===== src/rtl/ex2_mem_branch_stage.sv =====
// EX2 stage: branch resolution with registered redirect, data-memory req/ack access with stall and timeout.
// Optional branch statistics counters are built when EX2_BRANCH_STATS_EN is defined.
module ex2_mem_branch_stage #(
  parameter int DATA_W         = 16,
  parameter int RD_W           = 4,
  parameter int TIMEOUT_CYCLES = 255
) (
  input  logic              clk,
  input  logic              rst_n,
  input  logic [DATA_W-1:0] ex2_alu_result,
  input  logic [DATA_W-1:0] ex2_rs2_data,
  input  logic [DATA_W-1:0] ex2_branch_target,
  input  logic [RD_W-1:0]   ex2_rd,
  input  logic              ex2_zero,
  input  logic              ex2_reg_write,
  input  logic              ex2_mem_read,
  input  logic              ex2_mem_write,
  input  logic              ex2_mem_to_reg,
  input  logic              ex2_branch,
  input  logic              ex2_branch_ne,
  output logic              dmem_req,
  output logic              dmem_we,
  output logic [DATA_W-1:0] dmem_addr,
  output logic [DATA_W-1:0] dmem_wdata,
  input  logic [DATA_W-1:0] dmem_rdata,
  input  logic              dmem_ack,
  output logic              stall,
  output logic              redirect_valid,
  output logic [DATA_W-1:0] redirect_pc,
  output logic              flush,
  output logic [DATA_W-1:0] wb_result,
  output logic [RD_W-1:0]   wb_rd,
  output logic              wb_reg_write,
  output logic              mem_err,
  output logic [15:0]       br_total,
  output logic [15:0]       br_taken
);

  localparam logic [0:0] ST_IDLE = 1'b0;
  localparam logic [0:0] ST_WAIT = 1'b1;
  localparam logic [7:0] TIMEOUT_LIMIT = 8'(TIMEOUT_CYCLES);
  localparam bit         TIMEOUT_EN = (TIMEOUT_CYCLES != 0);

  logic [0:0]        state_reg;
  logic [7:0]        cnt_reg;
  logic [DATA_W-1:0] addr_reg, wdata_reg, target_reg;
  logic [RD_W-1:0]   rd_reg;
  logic              we_reg, reg_write_reg, mem_to_reg_reg;
  logic              branch_reg, branch_ne_reg, zero_reg;

  logic              redirect_valid_reg, wb_reg_write_reg, mem_err_reg;
  logic [DATA_W-1:0] redirect_pc_reg, wb_result_reg;
  logic [RD_W-1:0]   wb_rd_reg;

  logic              mem_op, in_wait, timeout_hit, complete, taken;
  logic [DATA_W-1:0] cur_addr, cur_wdata, cur_target;
  logic [RD_W-1:0]   cur_rd;
  logic              cur_we, cur_reg_write, cur_mem_to_reg;
  logic              cur_branch, cur_branch_ne, cur_zero;

  assign mem_op      = ex2_mem_read | ex2_mem_write;
  assign in_wait     = (state_reg == ST_WAIT);
  assign timeout_hit = in_wait && TIMEOUT_EN && (cnt_reg == TIMEOUT_LIMIT);

  // In WAIT the held copies drive everything, so the bus stays stable whatever upstream shows.
  assign cur_addr       = in_wait ? addr_reg        : ex2_alu_result;
  assign cur_wdata      = in_wait ? wdata_reg       : ex2_rs2_data;
  assign cur_target     = in_wait ? target_reg      : ex2_branch_target;
  assign cur_rd         = in_wait ? rd_reg          : ex2_rd;
  assign cur_we         = in_wait ? we_reg          : ex2_mem_write;
  assign cur_reg_write  = in_wait ? reg_write_reg   : ex2_reg_write;
  assign cur_mem_to_reg = in_wait ? mem_to_reg_reg  : ex2_mem_to_reg;
  assign cur_branch     = in_wait ? branch_reg      : ex2_branch;
  assign cur_branch_ne  = in_wait ? branch_ne_reg   : ex2_branch_ne;
  assign cur_zero       = in_wait ? zero_reg        : ex2_zero;

  assign complete = in_wait ? (dmem_ack & ~timeout_hit) : (~mem_op | dmem_ack);
  assign taken    = (cur_branch & cur_zero) | (cur_branch_ne & ~cur_zero);

  // Gated by rst_n so an access in flight is dropped the moment reset asserts.
  assign dmem_req   = rst_n & (in_wait ? ~timeout_hit : mem_op);
  assign stall      = rst_n & (in_wait ? (~dmem_ack & ~timeout_hit) : (mem_op & ~dmem_ack));
  assign dmem_we    = cur_we;
  assign dmem_addr  = cur_addr;
  assign dmem_wdata = cur_wdata;

  assign redirect_valid = redirect_valid_reg;
  assign flush          = redirect_valid_reg;
  assign redirect_pc    = redirect_pc_reg;
  assign wb_result      = wb_result_reg;
  assign wb_rd          = wb_rd_reg;
  assign wb_reg_write   = wb_reg_write_reg;
  assign mem_err        = mem_err_reg;

  always_ff @(posedge clk or negedge rst_n) begin
    if (!rst_n) begin
      state_reg          <= ST_IDLE;
      cnt_reg            <= 8'd0;
      addr_reg           <= '0;
      wdata_reg          <= '0;
      target_reg         <= '0;
      rd_reg             <= '0;
      we_reg             <= 1'b0;
      reg_write_reg      <= 1'b0;
      mem_to_reg_reg     <= 1'b0;
      branch_reg         <= 1'b0;
      branch_ne_reg      <= 1'b0;
      zero_reg           <= 1'b0;
      redirect_valid_reg <= 1'b0;
      redirect_pc_reg    <= '0;
      wb_result_reg      <= '0;
      wb_rd_reg          <= '0;
      wb_reg_write_reg   <= 1'b0;
      mem_err_reg        <= 1'b0;
    end else begin
      redirect_valid_reg <= 1'b0;
      wb_reg_write_reg   <= 1'b0;

      case (state_reg)
        ST_IDLE: begin
          if (mem_op && !dmem_ack) begin
            state_reg      <= ST_WAIT;
            cnt_reg        <= 8'd0;
            addr_reg       <= ex2_alu_result;
            wdata_reg      <= ex2_rs2_data;
            target_reg     <= ex2_branch_target;
            rd_reg         <= ex2_rd;
            we_reg         <= ex2_mem_write;
            reg_write_reg  <= ex2_reg_write;
            mem_to_reg_reg <= ex2_mem_to_reg;
            branch_reg     <= ex2_branch;
            branch_ne_reg  <= ex2_branch_ne;
            zero_reg       <= ex2_zero;
          end
        end
        default: begin
          if (timeout_hit) begin
            mem_err_reg <= 1'b1;
            state_reg   <= ST_IDLE;
          end else if (dmem_ack) begin
            state_reg <= ST_IDLE;
          end else if (cnt_reg != 8'hFF) begin
            cnt_reg <= cnt_reg + 8'd1;
          end
        end
      endcase

      // An aborted access never reaches here, so it neither writes back nor redirects.
      if (complete) begin
        wb_result_reg    <= cur_mem_to_reg ? dmem_rdata : cur_addr;
        wb_rd_reg        <= cur_rd;
        wb_reg_write_reg <= cur_reg_write;
        if (taken) begin
          redirect_valid_reg <= 1'b1;
          redirect_pc_reg    <= cur_target;
        end
      end
    end
  end

`ifdef EX2_BRANCH_STATS_EN
  logic [15:0] br_total_reg, br_taken_reg;

  always_ff @(posedge clk or negedge rst_n) begin
    if (!rst_n) begin
      br_total_reg <= 16'd0;
      br_taken_reg <= 16'd0;
    end else if (complete && (cur_branch || cur_branch_ne)) begin
      if (br_total_reg != 16'hFFFF) br_total_reg <= br_total_reg + 16'd1;
      if (taken && br_taken_reg != 16'hFFFF) br_taken_reg <= br_taken_reg + 16'd1;
    end
  end

  assign br_total = br_total_reg;
  assign br_taken = br_taken_reg;
`else
  assign br_total = 16'd0;
  assign br_taken = 16'd0;
`endif

endmodule

===== config.mk =====
export PLATFORM = sky130hd
export DESIGN_NAME = ex2_mem_branch_stage
export DESIGN_NICKNAME = d
export VERILOG_FILES = /design/src/rtl/ex2_mem_branch_stage.sv
export SDC_FILE = /design/constraint.sdc
export NUM_CORES = 1
export LEC_CHECK = 0
export BUFFER_PORTS_ARGS = -buffer_cell sky130_fd_sc_hd__buf_4
export CORE_MARGIN = 2
export CORE_UTILIZATION = 35
export DETAILED_ROUTE_END_ITERATION = 10
export PLACE_DENSITY = 0.57
export SETUP_SLACK_MARGIN = 0.3
export SYNTH_ARGS = -nofsm -noshare
export SYNTH_HDL_FRONTEND = slang
export SYNTH_SLANG_ARGS = --single-unit

===== constraint.sdc =====
create_clock -name clk -period 5.1 [get_ports clk]
set_input_delay 0.255 -clock clk [delete_from_list [all_inputs] [get_ports clk]]
set_output_delay 0.255 -clock clk [all_outputs]
set_load 0.02 [all_outputs]

==> impl_metrics.csv <==
group,metric,value,unit
sta,fmax,318,MHz
sta,grt_setup_unrepaired,"false",
sta,post-route-period-util,61.7,%
pwr,powerDensity,378,mW/mm2
logic_synthesis,syn_area,0.00518,mm2
critical_path,required,4.85,ns
sta,setup-violations-final,0,
global_route,busiest_layer,"met2",
floorplanning,die_h,126,um
pwr,p_leak,0.00313,uW
global_route,grt.overflow.total,0,
cts,cts_tree,"built",
detailed_routing,via_count,3470,
logic_synthesis,synth_cell_types,33,
logic_synthesis,yosys_warnings,0,
logic_synthesis,ys.flop_type,"dfrtp_1",
critical_path,crit_arrival,2.89,ns
placed_design,hpwl,8130,um
outcome,status,"completed",
global_route,grt_pass1_vias,3581,
cts,clock_sinks,106,
floorplanning,initial_core_util,35.8,%
cts,cts_buffer_depth,2,
critical_path,crit_fanout,34,
cts,numCtsBuffers,9,
sta,tns,0,ns
logic_synthesis,ys_seq_elements,106,
sta,min_period,3.15,ns
global_route,use_met3,3.82,%
floorplanning,dieArea,0.0158,mm2
layout,nFillCells,1358,
floorplanning,num_rows,44,
global_route,use_met2,24.5,%
run,maxCapViolCount,0,
detailed_routing,vias_per_cell,4.74,
cts,cts.clk_slew.worst_paths,0.07,ns
layout,nets,624,
critical_path,crit_type,"reg2out",
detailed_routing,drtIter0Drc,88,
sta,drv_slew,0,
critical_path,cpPeakStageDelay,0.87,ns
logic_synthesis,async_flop_share,100,%
detailed_routing,antenna_left,0,
critical_path,worst_setup_path_start_kind,"flip-flop",
sta,skew,0.00511,ns
critical_path,cp_slowest_cell,"dfrtp_2",
critical_path,path_cells,"nand4_1 > o221ai_1 > inv_1 > and2_1 > buf_4",
critical_path,endpoint_kind,"output pin",
global_route,grt_max_degree,79,
cts,h-tree-depth,3,
critical_path,crit_buf_inv,2,
layout,diodes,0,
detailed_routing,drt_drc_violations_left,0,
sta,maxSlewHeadroom,32.2,%
hold_path,holdCritPathClass,"in2reg",
detailed_routing,dr.pass1.iters,4,
layout,drive_gt1_share,55.1,%
floorplanning,coreArea,0.0145,mm2
placed_design,gp_congestion,0.809,
logic_synthesis,synth-seq-area-share,51.2,%
critical_path,reg2reg_slack,2.16,ns
global_route,globalRouteTotalUtil,14.9,%
floorplanning,die_w,126,um
sta,worstMarginPinSlew,1.01,ns
logic_synthesis,synthCells,399,
detailed_routing,wl_per_cell,15.8,um
global_route,met1_usage,18.6,%
floorplanning,pin_count,185,
global_route,antenna_found_initial,0,
cts,cts_root_buffer,"clkbuf_16",
sta,hold_slack,0.148,ns
logic_synthesis,synth_edf_count,0,
critical_path,cp_top_family,"flip-flops",
global_route,grt_pass1_wl,18500,um
logic_synthesis,syn_avg_cell_area,13.0,um2
cts,insertion_delay,0.34,ns
detailed_routing,drt_wl_total,11500,um
placed_design,portBuffers,152,
layout,area_delta_synth_final,28.0,%
pwr,irDropWorstVdd,0.188,mV
sta,hold_violations,0,
==> cells by family after synthesis <==
kind of cell / share of synthesized area [%]
multiplexers: 32.1
flip-flops: 51.2
adder cells (fa/ha/maj): 0.242
buffers and inverters: 7.71
AO/OA/AOI/OAI: 4.16
other: 0.0724
AND/OR/NAND/NOR: 4.47
==> cells in the final DEF (no fill, tap or decap), types with 2 or more instances in the layout <==
cell,instances
mux2i_1,23
buf_4,157
o31ai_1,4
or4_1,4
clkbuf_8,3
nand3_1,2
clkbuf_16,9
dfrtp_1,105
nand4_1,2
a21oi_1,5
nor2_1,3
or2_2,2
o21ai_0,23
mux2_4,9
conb_1,32
inv_1,8
nand2_1,24
mux2_2,114
==> what timing repair did <==
item | CTS | global route
buffers inserted | 0 | 0
hold endpoints to repair | 28 | 0
hold buffers | 1 | 0
gates resized for setup | 0 | 0
==> path summary, 6_finish.rpt <==
path                                      start  depth (start not counted)              end
setup reg to reg                        in_wait                          5   redirect_pc[3]
min in group asynchronous                 rst_n                          2     addr_reg[13]
setup / recovery                        in_wait                          5            stall
max in group asynchronous                 rst_n                          3  redirect_pc[13]
hold / removal             ex2_branch_target[2]                          2    target_reg[2]
hold reg to reg                   wb_result[15]                          2    wb_result[15]
==> synthesized netlist by cell type, drive strengths merged (2+ instances only) <==
cell type / instances / area share [%]
mux2: 123 / 27
dfrtp: 106 / 51
buf: 50 / 6.8
nand2: 25 / 1.8
mux2i: 24 / 4.7
o21ai: 23 / 2.2
inv: 8 / 0.58
a21oi: 5 / 0.48
clkbuf: 4 / 0.29
o31ai: 4 / 0.58
or4: 4 / 0.58
nand4: 3 / 0.48
nor2: 3 / 0.22
or2: 3 / 0.36
nand3: 2 / 0.19
==> metrics by stage <==
stage / power [uW] / setup slack [ns] / cells / util (%) / area [um2]
final: 2510 / 1.95 / 732 / 45.8 / 6630
after global routing: 2640 / 1.56 / 732 / 45.8 / 6630
after CTS: 2550 / 1.93 / 732 / 45.8 / 6630
after detailed placement: 1870 / 2.08 / 717 / 43.8 / 6340
after global placement: 1850 / 2.12 / 717 / 43.8 / 6340
after floorplan: 1570 / 3.28 / 430 / - / 5290
==> power by group <==
part | internal (uW) | switching (uW)
clock | 365 | 298
combinational | 383 | 364
sequential | 1000 | 91.0
total | 1750 | 753
==> final cells by class <==
class | instances | area [um2] | area share, %
timing repair buffer | 158 | 1190 | 17.9
tap | 184 | 230 | 3.47
multi-input combinational | 262 | 2240 | 33.9
sequential | 106 | 2650 | 40.0
clock buffer | 12 | 267 | 4.02
inverter | 8 | 30.0 | 0.453
clock inverter | 2 | 12.5 | 0.189
==> layer usage <==
layer,up-vias,share of wire [%],routed length [um]
met3,14,5.4,625
met5,-,0,0
met1,1731,43,4940
li1,1630,-,-
met2,95,50,5760
met4,0,1.9,222
(Power assumes the default switching activity.)
